<file path="src/rtl/instr_link_pkg.sv">
// Shared definitions for the instruction-register four-phase link:
// PH1 encodings, TX handshake states and default widths.
package instr_link_pkg;

  localparam int DEFAULT_DATA_W = 16;
  localparam int DEFAULT_ADDR_W = 8;
  localparam int DEFAULT_DEPTH  = 4;

  localparam logic [1:0] PH1_VALID  = 2'b10;
  localparam logic [1:0] PH1_SPACER = 2'b00;

  typedef enum logic [1:0] {
    TX_IDLE,
    TX_SETUP,
    TX_REQ,
    TX_RTZ
  } tx_state_e;

endpackage

</file>
<file path="src/rtl/sync_2ff.sv">
// Single-bit two-flop synchronizer for bringing an asynchronous level into
// the clk domain; output lags the input by two rising edges.
module sync_2ff (
  input  logic clk,
  input  logic rst,
  input  logic d_i,
  output logic q_o
);

  logic meta_q;
  logic sync_q;

  // NOTE: sequential state uses non-blocking assignments so both flops sample
  // their inputs from the same edge, giving a true two-stage delay.
  always_ff @(posedge clk) begin
    if (rst) begin
      meta_q <= 1'b0;
      sync_q <= 1'b0;
    end else begin
      meta_q <= d_i;
      sync_q <= meta_q;
    end
  end

  assign q_o = sync_q;

endmodule

</file>
<file path="src/rtl/instr_fetch_tx.sv">
// Prefetches instruction words into a small FIFO and issues them one at a
// time as four-phase (data, PH1) tokens towards instr_reg.
module instr_fetch_tx
  import instr_link_pkg::*;
#(
  parameter int DATA_W = DEFAULT_DATA_W,
  parameter int ADDR_W = DEFAULT_ADDR_W,
  parameter int DEPTH  = DEFAULT_DEPTH
) (
  input  logic              clk,
  input  logic              rst,
  input  logic              run,
  input  logic              pc_load,
  input  logic [ADDR_W-1:0] pc_load_val,
  output logic              mem_rd_en,
  output logic [ADDR_W-1:0] mem_addr,
  input  logic [DATA_W-1:0] mem_rd_data,
  output logic [DATA_W-1:0] data_out,
  output logic [1:0]        ph1_out,
  input  logic              ack_in,
  output logic              busy
);

  localparam int PTR_W = $clog2(DEPTH);
  localparam int CNT_W = PTR_W + 1;

  logic              ack_s;
  logic [ADDR_W-1:0] pc_q, pc_d;
  logic              inflight_q;
  logic [DATA_W-1:0] fifo_mem [DEPTH];
  logic [PTR_W-1:0]  wr_ptr_q, rd_ptr_q;
  logic [CNT_W-1:0]  count_q;
  logic [CNT_W-1:0]  credit_used;
  logic              fifo_empty;
  logic              rd_en, push, pop;
  tx_state_e         state_q, state_d;
  logic [DATA_W-1:0] data_q, data_d;
  logic              flushed_q, flushed_d;

  sync_2ff u_ack_sync (
    .clk (clk),
    .rst (rst),
    .d_i (ack_in),
    .q_o (ack_s)
  );

  // Credit counts the read still in flight so the FIFO can never overflow.
  assign credit_used = count_q + CNT_W'(inflight_q);
  assign fifo_empty  = (count_q == '0);
  assign rd_en       = !rst && run && !pc_load && (credit_used < CNT_W'(DEPTH));
  assign push        = inflight_q && !pc_load;
  assign pop         = (state_q == TX_REQ) && ack_s && !pc_load && !flushed_q;

  assign mem_rd_en = rd_en;
  assign mem_addr  = pc_q;

  always_comb begin
    pc_d = pc_q;
    if (pc_load)    pc_d = pc_load_val;
    else if (rd_en) pc_d = pc_q + 1'b1;
  end

  always_ff @(posedge clk) begin
    if (rst) begin
      pc_q       <= '0;
      inflight_q <= 1'b0;
    end else begin
      pc_q       <= pc_d;
      inflight_q <= rd_en;
    end
  end

  always_ff @(posedge clk) begin
    if (rst || pc_load) begin
      wr_ptr_q <= '0;
      rd_ptr_q <= '0;
      count_q  <= '0;
    end else begin
      if (push) wr_ptr_q <= wr_ptr_q + 1'b1;
      if (pop)  rd_ptr_q <= rd_ptr_q + 1'b1;
      if (push && !pop)      count_q <= count_q + 1'b1;
      else if (pop && !push) count_q <= count_q - 1'b1;
    end
  end

  // NOTE: the storage array has no reset; count_q alone says which entries
  // are valid, so clearing the data would only cost reset fan-out.
  always_ff @(posedge clk) begin
    if (push) fifo_mem[wr_ptr_q] <= mem_rd_data;
  end

  // TX state register
  always_ff @(posedge clk) begin
    if (rst) begin
      state_q   <= TX_IDLE;
      data_q    <= '0;
      flushed_q <= 1'b0;
    end else begin
      state_q   <= state_d;
      data_q    <= data_d;
      flushed_q <= flushed_d;
    end
  end

  // TX next state. flushed_q remembers a redirect seen during REQ so the
  // eventual pop does not consume a word fetched from the new PC.
  // NOTE: every combinational output gets a default first, so no path
  // through the case statement can infer a latch.
  always_comb begin
    state_d   = state_q;
    data_d    = data_q;
    flushed_d = flushed_q;
    case (state_q)
      TX_IDLE: begin
        if (!fifo_empty && !ack_s && !pc_load) begin
          state_d = TX_SETUP;
          data_d  = fifo_mem[rd_ptr_q];
        end
      end
      TX_SETUP: state_d = pc_load ? TX_IDLE : TX_REQ;
      TX_REQ: begin
        if (pc_load) flushed_d = 1'b1;
        if (ack_s) begin
          state_d   = TX_RTZ;
          flushed_d = 1'b0;
        end
      end
      TX_RTZ: begin
        if (!ack_s) state_d = TX_IDLE;
      end
      default: state_d = TX_IDLE;
    endcase
  end

  // TX outputs
  always_comb begin
    ph1_out  = (state_q == TX_REQ) ? PH1_VALID : PH1_SPACER;
    data_out = ((state_q == TX_SETUP) || (state_q == TX_REQ)) ? data_q : '0;
    busy     = !fifo_empty || inflight_q || (state_q != TX_IDLE);
  end

endmodule

</file>
<file path="config.mk">
export PLATFORM = sky130hd
export DESIGN_NAME = instr_fetch_tx
export DESIGN_NICKNAME = d
export VERILOG_FILES = /design/src/rtl/instr_link_pkg.sv /design/src/rtl/sync_2ff.sv /design/src/rtl/instr_fetch_tx.sv
export SDC_FILE = /design/constraint.sdc
export NUM_CORES = 1
export LEC_CHECK = 0
export ABC_CLOCK_PERIOD_IN_PS = 2000
export CAP_MARGIN = 40
export CORE_MARGIN = 3
export CORE_UTILIZATION = 25
export CTS_CLUSTER_SIZE = 24
export DETAILED_ROUTE_END_ITERATION = 16
export SETUP_SLACK_MARGIN = 0.05
export SYNTH_ARGS = -nofsm -noshare
export SYNTH_HDL_FRONTEND = slang
export SYNTH_SLANG_ARGS = --single-unit
</file>
<file path="constraint.sdc">
create_clock -name clk -period 2 [get_ports clk]
set_input_delay 0.4 -clock clk [delete_from_list [all_inputs] [get_ports clk]]
set_output_delay 0.4 -clock clk [all_outputs]
set_load 0.05 [all_outputs]
</file>
==> results of run 1 <==
kinds of logic (layout without fill, tap and decap cells):
group	Yosys count	count (layout)	synth area share
DFF	101	101	0.6387
and+or+nand+nor	100	100	0.1210
AOI/OAI and AO/OA	35	35	0.05642
muxes	25	25	0.1086
buffers and inverters	23	112	0.02611
adders and majority gates	12	12	0.03781
xor gates and xnor gates	5	5	0.01051
other	1	1	0.0008995
path summary, 6_finish.rpt:
path | endpoint | slack, ns | cells after the start
worst max-delay path | mem_rd_en | 0.04 | 5
worst min-delay path | u_ack_sync.q_o$_SDFF_PP0_ | 0.44 | 1
worst max register to register | count_q[2]$_SDFFE_PP0P_ | 0.07 | 11
worst min register to register | u_ack_sync.q_o$_SDFF_PP0_ | 0.44 | 1
area by class of cell:
class / instances / area (um^2) / area share
timing repair buffer: 89 / 1028 / 0.1774
tap: 216 / 270.3 / 0.04662
multi-input combinational: 178 / 1484 / 0.2560
inverter: 7 / 28.78 / 0.004964
clock buffer: 10 / 250.2 / 0.04317
sequential: 101 / 2671 / 0.4608
clock inverter: 6 / 63.81 / 0.01101
repair_timing:
action,4_1_cts,5_1_grt
pin swaps,1,1
gates resized for setup,30,8
endpoints found under the setup margin,27,23
setup buffers,4,0
gates cloned,0,0
hold buffers,0,0
cells in the final DEF (no fill, tap or decap), types with 3 or more instances in the layout:
cell type,instances
buf_4,30
nor3_1,5
a222oi_1,3
clkbuf_16,10
mux2i_1,7
nand4_1,3
a21oi_1,19
edfxtp_1,64
dfxtp_2,4
nor2_1,12
and2_4,16
nand2_1,40
mux4_2,16
buf_12,21
ha_1,8
xor2_1,3
inv_1,4
nand3b_1,3
nor2b_1,5
and2_1,4
clkdlybuf4s50_1,28
dfxtp_1,32
a211oi_1,3
dlygate4sd2_1,6
state kept, by name, indices dropped and copies added (netlist names), named ones only:
| register | count |
|---|---|
| wr_ptr_q | 2 |
| u_ack_sync.meta_q | 1 |
| rd_ptr_q | 2 |
| count_q | 3 |
| fifo_mem | 64 |
| state_q | 1 |
| u_ack_sync.q_o | 1 |
| flushed_q | 1 |
| inflight_q | 1 |
| data_q | 16 |
| mem_addr | 8 |
synthesized netlist by cell type (2+ instances only):
master	count
xor2_1	3
nand2_1	41
a211oi_1	3
inv_1	7
nor2b_1	6
a31oi_1	2
nor2_1	12
mux4_2	16
a222oi_1	3
and2_1	20
edfxtp_1	64
dfxtp_1	37
nand3b_1	3
a21oi_1	20
ha_1	11
xnor2_1	2
buf_2	3
buf_6	2
nand4_1	3
clkbuf_1	9
nor3_1	6
or4b_1	2
o21ai_0	2
mux2i_1	7
stage by stage:
stage / instance area [um^2] / util
2_1_floorplan: 4199 / -
3_3_place_gp: 5374 / 0.3335
3_5_place_dp: 5374 / 0.3335
4_1_cts: 5781 / 0.3587
5_1_grt: 5797 / 0.3597
6_report: 5797 / 0.3597
per-layer routing:
layer  wire length (um)  share of wire
met4                 51         0.0059
met5                  0              0
met1               3677           0.43
met2               4488           0.52
met3                382          0.044
power by group through the flow:
stage	Sequential, mW	Combinational [mW]	Clock (mW)
2_1_floorplan	2.34	0.151	0
3_3_place_gp	2.31	0.350	0
3_5_place_dp	2.31	0.359	0
4_1_cts	2.27	0.383	1.80
5_1_grt	2.27	0.422	1.89
6_report	2.27	0.387	1.76
worst reg2reg max path, cell delays in order (launching register included):
cell	delay [ns]
dfxtp_2	0.36
inv_4	0.06
ha_4	0.16
nand2_2	0.05
nor3_2	0.04
inv_1	0.06
ha_2	0.18
inv_2	0.04
fa_2	0.33
xor2_1	0.17
or3_1	0.32
a21oi_2	0.11
==> results.sh, run 1 <==
export IMPL_power_density_nw_per_um2=760.5
export IMPL_r2r_start="state_q[0]$_SDFFE_PP0P_"
export IMPL_seq_area_frac_synth=0.6387
export IMPL_die_area_um2=18260
export IMPL_setup_tns_ns=0
export IMPL_synth_warning_count=0
export IMPL_finalCritPeriodShare=0.9798
export IMPL_hold_class="reg -> reg"
export IMPL_min_delay_start="u_ack_sync.meta_q$_SDFF_PP0_"
export IMPL_syn2layout_area_growth_pct=39.05
export IMPL_ioPinCount=57
export IMPL_p_sw_frac=0.2340
export IMPL_ir_worst_vdd_mv=0.4299
export IMPL_grt_antenna_before_repair=0
export IMPL_cp_arrival_ns=1.56
export IMPL_layout_drive_gt1_share=0.3171
export IMPL_ys_async_sr_fraction=0
export IMPL_cts_tree="done"
export IMPL_clkLatencyLatePin_ns=0.34
export IMPL_io_buffers=55
export IMPL_critical_path_top_delay_family="buffers and inverters"
export IMPL_vias=2626
export IMPL_clk_pin_slew_ns=0.07
export IMPL_clk_path_buf_depth=2
export IMPL_switchingPower_mw=1.032
export IMPL_synthFlopType="edfxtp_1"
export IMPL_wl_per_cell_um=14.17
export IMPL_clock_sinks=101
export IMPL_cp_max_fo=2
export IMPL_grtUsageMet2=0.1709
export IMPL_grt_use_total=0.09735
export IMPL_drv_slew=0
export IMPL_end_kind="output port"
export IMPL_dp_cells=587
export IMPL_cp_slowest_cell="clkdlybuf4s50_1"
export IMPL_yosys_top_cells_area="edfxtp_1, dfxtp_1, mux4_2"
export IMPL_use_met3=0.03269
export IMPL_gp_congestion=0.7509
export IMPL_grt_max_degree=30
export IMPL_p_comb_frac=0.088
export IMPL_leakage_nw=2.003
export IMPL_seqPwrFrac=0.514
export IMPL_setup_viol=0
export IMPL_drtIter0Drc=135
export IMPL_whs_ns=0.4404
export IMPL_grt_met1_usage=0.1174
export IMPL_slew_headroom=0.6543
export IMPL_tightest_slew_ns=0.5176
export IMPL_overflow=0
export IMPL_synth_edf_count=64
export IMPL_final_fill_count=1574
export IMPL_core_area_um2=16120
export IMPL_synthCells=302
export IMPL_drc=0
export IMPL_antenna_left=0
export IMPL_row_count=46
export IMPL_fp_dieW_um=135.1
export IMPL_max_freq_mhz=510.3
export IMPL_hold_violations=0
export IMPL_start_util=0.2587
export IMPL_gr_max_usage_layer="met2"
export IMPL_final_cells=607
export IMPL_outcome="finished clean"
export IMPL_root_buffer="clkbuf_16"
export IMPL_first_pass_iters=4
export IMPL_synth_top_area_share=0.4610
export IMPL_total_power_mw=4.408
export IMPL_cts_buffers=9
export IMPL_path_buf_inv=3
export IMPL_hpwl_mm=5.984
export IMPL_place_ws_ns=-0.3847
export IMPL_maxCapViolCount=0
export IMPL_finalWorstSetupSlack_ns=0.04046
export IMPL_syn_avg_cell_area_um2=13.80
export IMPL_fin_nets=427
export IMPL_yosys_area_top_type="edfxtp_1"
export IMPL_first_global_vias=2708
export IMPL_grt_pass1_wl_mm=13.92
export IMPL_htree_num_levels=3
export IMPL_rsz0062_at_grt="true"
export IMPL_finalCriticalPeriod_ns=1.960
export IMPL_startpoint="rst"
export IMPL_synth_fp_nets=343
export IMPL_drt_wl_total_mm=8.600
export IMPL_ys_seq_elements=101
export IMPL_path_cells="clkdlybuf4s50_1 -> or2_4 -> a211oi_4 -> buf_4 -> buf_12"
export IMPL_ys_types=42
export IMPL_vias_per_cell=4.326
export IMPL_cp_required_ns=1.60
export IMPL_netlist_area_um2=4169
export IMPL_worstSetupPathType="in -> out"
export IMPL_cpPeakStageDelay_ns=0.44
export IMPL_clkPwrFrac=0.398
export IMPL_internal_power_mw=3.377
export IMPL_worstSetupStartpointType="input pin"
export IMPL_die_y_um=135.1
export IMPL_finClkSkew_ns=0.01106
export IMPL_antenna_cells=0
(Power assumes the default switching activity.)
==> run 2, diff against run 1 <==
--- a/config.mk
+++ b/config.mk
@@ -11,6 +11,7 @@
 export CORE_UTILIZATION = 25
 export CTS_CLUSTER_SIZE = 24
 export DETAILED_ROUTE_END_ITERATION = 16
+export GPL_ROUTABILITY_DRIVEN = 0
 export SETUP_SLACK_MARGIN = 0.05
 export SYNTH_ARGS = -nofsm -noshare
 export SYNTH_HDL_FRONTEND = slang
==> constraint.sdc (replaced) <==
create_clock -name clk -period 2 [get_ports clk]
set_input_delay 0.4 -clock clk [delete_from_list [all_inputs] [get_ports clk]]
set_output_delay 0.4 -clock clk [all_outputs]
set_load 0.1 [all_outputs]
==> run 2 against run 1 <==
The run now ends with setup timing left. Sequential power is essentially flat. Clock power shrank 8%. Worst hold slack improved by 0.0019 ns. Critical endpoint is now data_out[4].
==> results.sh, run 2 (same netlist as run 1, synthesis figures left out) <==
export IMPL_final_cell_mix="edfxtp_1, nand2_1, dfxtp_1"
export IMPL_max_freq_mhz=496.1
export IMPL_hold_class="reg -> reg"
export IMPL_vias=2598
export IMPL_start_util=0.2587
export IMPL_final_fill_count=1543
export IMPL_hold_buffers=0
export IMPL_grt_antenna_before_repair=0
export IMPL_outcome="finished, violations left"
export IMPL_cts_tree="done"
export IMPL_clock_sinks=101
export IMPL_power_density_nw_per_um2=752.8
export IMPL_grt_pass1_wl_mm=14.59
export IMPL_clk_pin_slew_ns=0.06
export IMPL_drt_wl_total_mm=8.794
export IMPL_maxCapViolCount=0
export IMPL_overflow=0
export IMPL_fin_util=0.3609
export IMPL_leakage_nw=1.973
export IMPL_final_common_cell="edfxtp_1"
export IMPL_drc=0
export IMPL_drv_slew=0
export IMPL_clkLatencyLatePin_ns=0.34
export IMPL_root_buffer="clkbuf_16"
export IMPL_grt_max_degree=30
export IMPL_cp_max_fo=6
export IMPL_cp_arrival_ns=1.62
export IMPL_drtIter0Drc=104
export IMPL_layout_drive_gt1_share=0.3282
export IMPL_finalWorstSetupSlack_ns=-0.01573
export IMPL_worstSetupPathType="reg -> out"
export IMPL_end_kind="output port"
export IMPL_ioPinCount=57
export IMPL_rsz0062_at_grt="true"
export IMPL_die_area_um2=18260
export IMPL_fin_nets=423
export IMPL_setup_tns_ns=-0.1006
export IMPL_cts_buffers=9
export IMPL_violations="setup timing"
export IMPL_vias_per_cell=4.308
export IMPL_hold_violations=0
export IMPL_ff2ff_setup_slack_ns=0.06
export IMPL_antenna_cells=0
export IMPL_ir_worst_vdd_mv=0.4037
export IMPL_finalCriticalPeriod_ns=2.016
export IMPL_first_global_vias=2781
export IMPL_hpwl_mm=5.912
export IMPL_finalCritPeriodShare=1.008
export IMPL_htree_num_levels=3
export IMPL_fp_dieW_um=135.1
export IMPL_die_y_um=135.1
export IMPL_row_count=46
export IMPL_syn2layout_area_growth_pct=39.50
export IMPL_place_ws_ns=-0.4701
export IMPL_io_buffers=55
export IMPL_clk_path_buf_depth=2
export IMPL_first_pass_iters=4
export IMPL_setup_viol=10
export IMPL_finClkSkew_ns=0.006886
export IMPL_top_register="fifo_mem"
export IMPL_cp_required_ns=1.60
export IMPL_worstSetupStartpointType="flip-flop"
export IMPL_largest_reg_flops=64
export IMPL_grt_use_total=0.1036
export IMPL_wl_per_cell_um=14.58
export IMPL_antenna_left=0
export IMPL_core_area_um2=16120
run 2: cell count changes in the layout (fill, tap and decap cells not counted), sizes merged:
cell,before,now
dlygate4sd2,6,1
buf,54,57
clkbuf,10,12
clkinv,4,2
clkdlybuf4s50,28,27
dlymetal6s2s,1,0
run 2: layer usage:
metal  routed length [um]  share of wire  up-vias  global-route usage
li1                     -              -     1255                   -
met1                 3872           0.44     1279              0.1288
met5                    0              0        -                   0
met4                   95          0.011        0             0.02912
met3                  496          0.056        8             0.03752
met2                 4330           0.49       56              0.1706
run 2: what timing repair did:
| item | in CTS | in global routing |
|---|---|---|
| resized for setup | 24 | 13 |
| pin swaps | 14 | 6 |
| buffers inserted | 4 | 2 |
| cloned | 1 | 0 |
| endpoints found under the setup margin | 21 | 25 |
run 2: path summary, 6_finish.rpt:
check | startpoint | endpoint | depth (start not counted)
min reg2reg | u_ack_sync.meta_q$_SDFF_PP0_ | u_ack_sync.q_o$_SDFF_PP0_ | 1
max | state_q[0]$_SDFFE_PP0P_ | data_out[4] | 6
min | u_ack_sync.meta_q$_SDFF_PP0_ | u_ack_sync.q_o$_SDFF_PP0_ | 1
max reg2reg | state_q[0]$_SDFFE_PP0P_ | count_q[2]$_SDFFE_PP0P_ | 11
run 2: through the flow:
step / hold slack (ns) / power [mW] / area, um^2 / std cells
after floorplan: 0.4138 / 2.559 / 4214 / 302
after global placement: 0.4375 / 2.729 / 5370 / 580
after detailed placement: 0.4456 / 2.742 / 5370 / 580
after CTS: 0.4440 / 4.438 / 5759 / 601
after global routing: 0.4725 / 4.575 / 5816 / 603
final: 0.4423 / 4.378 / 5816 / 603
run 2: area by class of cell:
class,count,area [um^2],share of cell area
clock buffer,12,246.5,0.04238
tap,216,270.3,0.04647
inverter,7,26.28,0.004518
clock inverter,4,31.28,0.005379
timing repair buffer,85,1065,0.1831
sequential,101,2675,0.4600
multi-input combinational,178,1501,0.2582
run 2: where the power goes:
group / leakage [nW] / internal [mW] / switching, mW
logic: 0.955 / 0.216 / 0.279
registers: 0.881 / 2.24 / 0.0237
clock network: 0.138 / 0.887 / 0.731
total: 1.97 / 3.34 / 1.03
run 2: critical path, cell delays in order, from the launching register on:
cell     delay [ns]
dfxtp_2        0.33
inv_2          0.05
buf_6          0.12
ha_4           0.31
buf_8          0.13
and2_4         0.15
buf_12         0.17
